$ cat src/rtl/norm_arbiter_pkg.sv
// Shared widths and result record for the normalizing arbiter.
package norm_arbiter_pkg;

  localparam int unsigned MAN_W = 27;
  localparam int unsigned EXP_W = 8;
  localparam int unsigned LZ_W  = $clog2(MAN_W) + 1;

  typedef struct packed {
    logic [MAN_W-1:0] man;
    logic [EXP_W-1:0] exp;
    logic             sign;
    logic             src;
    logic             zero;
    logic             uf;
  } norm_res_t;

endpackage

$ cat src/rtl/norm_arbiter_find_first_1.sv
// Leading-one detector: index of the highest set bit, all-ones when the input is zero.
module find_first_1 #(
  parameter int unsigned IN_WIDTH  = 27,
  parameter int unsigned OUT_WIDTH = $clog2(IN_WIDTH) + 1
) (
  input  logic [IN_WIDTH-1:0]  in_i,
  output logic [OUT_WIDTH-1:0] first_o
);

  always_comb begin
    first_o = '1;
    // Ascending scan so the highest set bit is the last assignment.
    for (int i = 0; i < int'(IN_WIDTH); i++) begin
      if (in_i[i]) first_o = OUT_WIDTH'(i);
    end
  end

endmodule

$ cat src/rtl/norm_arbiter.sv
// Round-robin arbiter sharing one leading-one detector and normalizing shifter
// between the add/sub (port 0) and multiply (port 1) requesters.
module norm_arbiter
  import norm_arbiter_pkg::*;
(
  input  logic               clk,
  input  logic               rst,
  input  logic [1:0]         req_valid,
  output logic [1:0]         req_ready,
  input  logic [2*MAN_W-1:0] req_man,
  input  logic [2*EXP_W-1:0] req_exp,
  input  logic [1:0]         req_sign,
  output logic               out_valid,
  input  logic               out_ready,
  output logic [MAN_W-1:0]   out_man,
  output logic [EXP_W-1:0]   out_exp,
  output logic               out_sign,
  output logic               out_src,
  output logic               out_zero,
  output logic               out_uf
);

  logic             out_valid_q, out_valid_d;
  logic             last_grant_q, last_grant_d;
  norm_res_t        res_q, res_d;

  logic             stage_free;
  logic             grant;
  logic             accept;
  logic [MAN_W-1:0] sel_man;
  logic [EXP_W-1:0] sel_exp;
  logic             sel_sign;
  logic [LZ_W-1:0]  lead;
  logic [LZ_W-1:0]  shift;
  logic [LZ_W-1:0]  shamt;
  logic             is_zero;
  logic             clamp;

  always_comb begin
    stage_free = !out_valid_q || out_ready;
    grant      = (req_valid == 2'b11) ? ~last_grant_q : req_valid[1];
    req_ready  = 2'b00;
    if (!rst && stage_free && (|req_valid)) begin
      req_ready = grant ? 2'b10 : 2'b01;
    end
    accept = |req_ready;
  end

  always_comb begin
    sel_man  = grant ? req_man[MAN_W +: MAN_W] : req_man[0 +: MAN_W];
    sel_exp  = grant ? req_exp[EXP_W +: EXP_W] : req_exp[0 +: EXP_W];
    sel_sign = req_sign[grant];
  end

  find_first_1 #(
    .IN_WIDTH  (MAN_W),
    .OUT_WIDTH (LZ_W)
  ) u_ff1 (
    .in_i    (sel_man),
    .first_o (lead)
  );

  always_comb begin
    is_zero = (lead == '1);
    shift   = LZ_W'(MAN_W - 1) - lead;
    clamp   = !is_zero && (32'(shift) >= 32'(sel_exp));
    // When clamping, exp <= shift < MAN_W so it fits the shift-amount width.
    shamt   = clamp ? LZ_W'(sel_exp) : shift;

    res_d      = '0;
    res_d.sign = sel_sign;
    res_d.src  = grant;
    if (is_zero) begin
      res_d.zero = 1'b1;
    end else begin
      res_d.man = sel_man << shamt;
      res_d.exp = clamp ? '0 : sel_exp - EXP_W'(shift);
      res_d.uf  = clamp;
    end
  end

  always_comb begin
    out_valid_d  = out_valid_q;
    last_grant_d = last_grant_q;
    if (accept) begin
      out_valid_d  = 1'b1;
      last_grant_d = grant;
    end else if (out_ready) begin
      out_valid_d = 1'b0;
    end
  end

  always_ff @(posedge clk) begin
    if (rst) begin
      out_valid_q  <= 1'b0;
      last_grant_q <= 1'b1;
      res_q        <= '0;
    end else begin
      out_valid_q  <= out_valid_d;
      last_grant_q <= last_grant_d;
      if (accept) res_q <= res_d;
    end
  end

  assign out_valid = out_valid_q;
  assign out_man   = res_q.man;
  assign out_exp   = res_q.exp;
  assign out_sign  = res_q.sign;
  assign out_src   = res_q.src;
  assign out_zero  = res_q.zero;
  assign out_uf    = res_q.uf;

endmodule

$ cat config.mk
export PLATFORM = sky130hd
export DESIGN_NAME = norm_arbiter
export DESIGN_NICKNAME = d
export VERILOG_FILES = /design/src/rtl/norm_arbiter_pkg.sv /design/src/rtl/norm_arbiter_find_first_1.sv /design/src/rtl/norm_arbiter.sv
export SDC_FILE = /design/constraint.sdc
export NUM_CORES = 1
export LEC_CHECK = 0
export CAP_MARGIN = 20
export CORE_MARGIN = 2
export CORE_UTILIZATION = 30
export DETAILED_ROUTE_END_ITERATION = 12
export SYNTH_ARGS = -nofsm -noshare
export SYNTH_HDL_FRONTEND = slang
export SYNTH_SLANG_ARGS = --single-unit
$ cat constraint.sdc
create_clock -name clk -period 10.8 [get_ports clk]
set_input_delay 1.08 -clock clk [delete_from_list [all_inputs] [get_ports clk]]
set_output_delay 1.08 -clock clk [all_outputs]
set_load 0.05 [all_outputs]
# Yosys cells after proc, flatten, opt, wreduce, memory -nomap -nowiden
# Cells that the tools add are included.
# Widths: inputs -> output; s select.
# word_totals
output_inout_bits,42
word_cells,67
in_bits,77
reg_bits,41
# op_classes
n_mux,41
addsub,2
bitwise_logic,1
magnitude_cmp,2
reduce_logical,10
n_eq_ne,2
n_shift,1
# ops
op,n
$mux 6,28
$mux 35,1
$mux 27,1
$shl 27x6->27,1
$mux 8,2
$ge 6x8->1,1
$sub 8x6->8,1
$mux 1,7
$eq 6x6->1 const B,1
$sub 5x6->6 const A,1
$mux 2,2
$reduce_or 2->1,2
$logic_and 1x1->1,3
$logic_not 1->1,3
$eq 2x2->1 const B,1
$lt 1x2->1 const B,1
$reduce_bool 2->1,1
$logic_or 1x1->1,1
$not 1->1,1

# Logic depth before layout (Yosys ltp)
# depth
ltp_word,36
mapped_depth,25
ltp_nobuf,21

# Hierarchy
# A second synthesis with hierarchy kept.
# hier_totals
cells_unflattened,606
area_unflattened_um2,4339.2
# modules_own_cells
module,area_per_inst_um2,n_inst,seq_area_each_um2,cells_per_inst
norm_arbiter,3996.3,1,820.8,550
find_first_1,342.8,1,0.0,56

# Worst setup path after synthesis
# No wires, ideal clock.
# synth_path
path_type,input-to-reg
startpoint,input req_valid[1]
endpoint,register res_q (netlist bit out_man[22])
t_required_ps,10726
path_stages,21
path_buffers,1
setup_slack_ps,4586
setup_ps,74
arrival_ps,6140
path_cell_list,a21bo_2 > buf_2 > mux2_2 > o311a_1 > a22o_1 > nor2_1 > inv_1 > ha_1 > xnor2_1 > inv_2 > ha_1 > nor2b_1 > o31a_1 > o31a_1 > nor2_1 > nand2_1 > mux2_2 > or2_2 > nor2_1 > a22oi_1 > a31oi_1
# synth_between
elab_chain_cells,36
elab_cells_between_ends,44
cone_classes,add/sub: 1; order compare: 1; eq/ne: 2; shift: 1; mux: 34; reduce/logical: 5
# synth_rtl
element,line,source
start: declaration,norm_arbiter.sv:8,"input logic [1:0] req_valid,"
$eq 2x2->1,norm_arbiter.sv:41,grant = (req_valid == 2'b11) ? ~last_grant_q : req_valid[1];
$mux 1,norm_arbiter.sv:41,
$mux 27,norm_arbiter.sv:50,sel_man = grant ? req_man[MAN_W +: MAN_W] : req_man[0 +: MAN_W];
$mux 6 (27 in a row),norm_arbiter_find_first_1.sv:14,if (in_i[i]) first_o = OUT_WIDTH'(i);
$sub 5x6->6 or $eq 6x6->1 (tied branches),"norm_arbiter.sv:65, norm_arbiter.sv:64",
$ge 6x8->1 or $logic_not 1->1 (tied branches),norm_arbiter.sv:66,clamp = !is_zero && (32'(shift) >= 32'(sel_exp));
$logic_and 1x1->1,norm_arbiter.sv:66,
$mux 6,norm_arbiter.sv:68,shamt = clamp ? LZ_W'(sel_exp) : shift;
$shl 27x6->27,norm_arbiter.sv:76,res_d.man = sel_man << shamt;
$mux 35,norm_arbiter.sv:73,if (is_zero) begin
end signal: assignment,norm_arbiter.sv:101,if (accept) res_q <= res_d;
end: declaration,norm_arbiter.sv:25,"norm_res_t res_q, res_d;"
# Parallel ways exist; a longest one is shown, timed or not.
# A chain may end at the register's enable or synchronous reset.

# Final worst setup path
# layout_path
startpoint,input req_valid[0]
endpoint,register res_q (netlist bit out_man[26])
# The elaborated chain is that of the path after synthesis.

==> results.ini <==
[route]
antenna_left=0
avgViaCountPerCell=5.96
drt_first_iter_violations=429
dr.pass1.iters=8
drc_errors=0
via_count=5125
wl_per_cell_um=19.6
routed_wl_um=16800

[floorplan]
die_h_um=127
dieArea_um2=16000
io_pins=119
coreArea_um2=14600
die_w_um=127
initial_core_util_pct=30.9
num_rows=44

[synthesis]
synthCells=577
synth.top_cells.by_area=dfxtp_1 (18%), mux2i_1 (16%), nor2_1 (5.4%)
ys_warn_count=0
syn_area_um2=4500
async_reset_ff_share_pct=0
synth.largest_area_cell=dfxtp_1
synth-main-ff-cell=dfxtp_1
syn_nets=662
ys_seq_area_share_pct=18.2
yosysUniqueCellTypes=89
synth_top_area_share_pct=18.2
synth_edf_count=0
synth_common_cells=mux2i_1 (71), nor2_1 (65), dfxtp_1 (41), nand3_1 (39), nand2_1 (37)
avgSynthCellArea_um2=7.80
synth_seq_cells=41
yosysMostFrequentCell=mux2i_1

[clocking]
cts_root_buffer=clkbuf_16
cts_buffer_depth=2
h-tree-depth=2
postCtsSetupBuffers=0
clock_sinks=41
cts_hold_buf=0
post_cts_resized=0
clk-insertion-delay-late_ns=0.28
cts_tree=yes
clk_pin_slew_ns=0.06
numCtsBuffers=5

[final_layout]
nets=760
syn_to_final_growth_pct=32.2
finalInstanceArea_um2=5950
fin_cells=860
diodes=0
fillers=1470
drive_above_1_share_pct=9.02

[power]
peakVddDrop_v=0.0000727
finalPower_mw=0.895
power_leakage_nw=2.29
p_per_area_nw_per_um2=150

[sta]
report.final.slew_viol_count=0
maxSlewHeadroom_pct=28.2
rsz0062_at_grt=no
post-route-min-period_ns=8.09
finalSetupTns_ns=0
skew_ns=0.00348
setup_viol=0
timing.fmax_mhz=124
worst_pin_slew_ns=1.07
post-route-period-util_pct=74.9
final-hold-violation-count=0
setup_slack_ns=2.71

[grt]
grt_first_pass_wirelength_um=26500
grtUsageTotal_pct=20.1
overflow=0
grt_max_degree=42
grt_pass1_vias=5005
antenna_found_initial=0

[setup_path]
worst_ep_arrival_time_ns=8.29
crit_type=in2reg
rr_worst_depth=21
cp_max_fo=41
cp.required_ns=11.00
critPathLaunchType=input port
crit_path_end_kind=flip-flop

[min_path]
whs_path_depth=2
min_path_type=reg2reg

[place]
hpwl_um=13100
postPlaceCellArea_um2=5780
post-place-cells=851
gp_congestion=0.935
numPortBuffers=118
dp_worst_setup_slack_ns=2.48

[status]
status=finished clean

[flow_run]
drv_cap=0

==> path summary, 6_finish.rpt <==
path | startpoint | endpoint | slack (ns)
worst max-delay path | req_valid[0] | out_man[26]$_SDFFE_PP0P_ | 2.71
worst min-delay path | out_man[12]$_SDFFE_PP0P_ | out_man[12]$_SDFFE_PP0P_ | 0.45
worst max register to register | last_grant_q$_SDFFE_PP1P_ | out_man[26]$_SDFFE_PP0P_ | 3.73
worst min register to register | out_man[12]$_SDFFE_PP0P_ | out_man[12]$_SDFFE_PP0P_ | 0.45
==> metrics by stage <==
stage	util, %	hold slack, ns
finish	40.8	0.452
global route	40.8	0.496
CTS	40.7	0.455
detailed placement	39.6	0.448
global placement	39.6	0.453
floorplan	-	0.481
==> state kept, by name, indices dropped and copies added (netlist names) <==
name / count
out_exp: 8
out_uf: 1
out_man: 27
out_sign: 1
out_zero: 1
out_src: 1
out_valid: 1
last_grant_q: 1
==> final cells by class <==
| class | count | area [µm²] | share of cell area, % |
|---|---|---|---|
| clock buffers | 7 | 153 | 2.56 |
| clock inverters | 1 | 5.00 | 0.0841 |
| inverters | 15 | 56.3 | 0.946 |
| multi-input cells | 487 | 3450 | 57.9 |
| flip-flops and latches | 41 | 821 | 13.8 |
| well taps | 184 | 230 | 3.87 |
| repair buffers | 125 | 1240 | 20.8 |
==> critical path, stage by stage <==
cell and delay (ns):
clkdlybuf4s50_1 0.56, a21bo_2 0.51, buf_4 0.57, mux2i_1 0.43
o31ai_1 0.13, o211a_2 0.31, nor2_1 0.19, inv_1 0.14
ha_1 0.27, xnor2_1 0.44, inv_2 0.12, ha_1 0.36
nor2b_1 0.16, o31a_1 0.29, o31a_1 0.27, nor2_1 0.42
nand2_1 0.29, nor2_1 0.16, a31o_2 0.40, nor2b_1 0.73
o21ai_1 0.17, a41oi_1 0.26
==> report_power, final <==
group,switching [mW],internal (mW)
clock,0.0562,0.0977
combinational,0.343,0.204
sequential,0.0166,0.177
==> cell usage in the layout (no fill, tap or decap), types with 11 or more instances in the layout <==
cell type,Yosys,routed
clkdlybuf4s50_1,0,118
dfxtp_1,41,41
o21ai_0,17,16
inv_1,14,14
o21ai_1,15,15
nand2_1,37,37
nor2_1,65,65
a22oi_1,18,18
nor3_1,16,16
o211ai_1,18,18
nand3_1,39,39
mux2_2,11,11
a21oi_1,18,18
mux2i_1,71,71
==> cell families after synthesis <==
| family | Yosys count | share of synthesized area (%) |
|---|---|---|
| AND/OR/NAND/NOR | 217 | 24.7 |
| AO/OA/AOI/OAI | 169 | 28.0 |
| buffers and inverters | 49 | 5.28 |
| multiplexers | 86 | 20.1 |
| XOR/XNOR | 6 | 1.17 |
| adder cells (fa/ha/maj) | 8 | 2.39 |
| other | 1 | 0.0833 |
| flip-flops | 41 | 18.2 |
==> per-layer routing <==
layer  part of all wire [%]  track usage (%)
met2                     50             35.6
met5                      0                0
met4                    2.1             4.59
met3                    5.3             2.57
met1                     43             25.8
No activity file was read; power rests on OpenSTA's default activity.
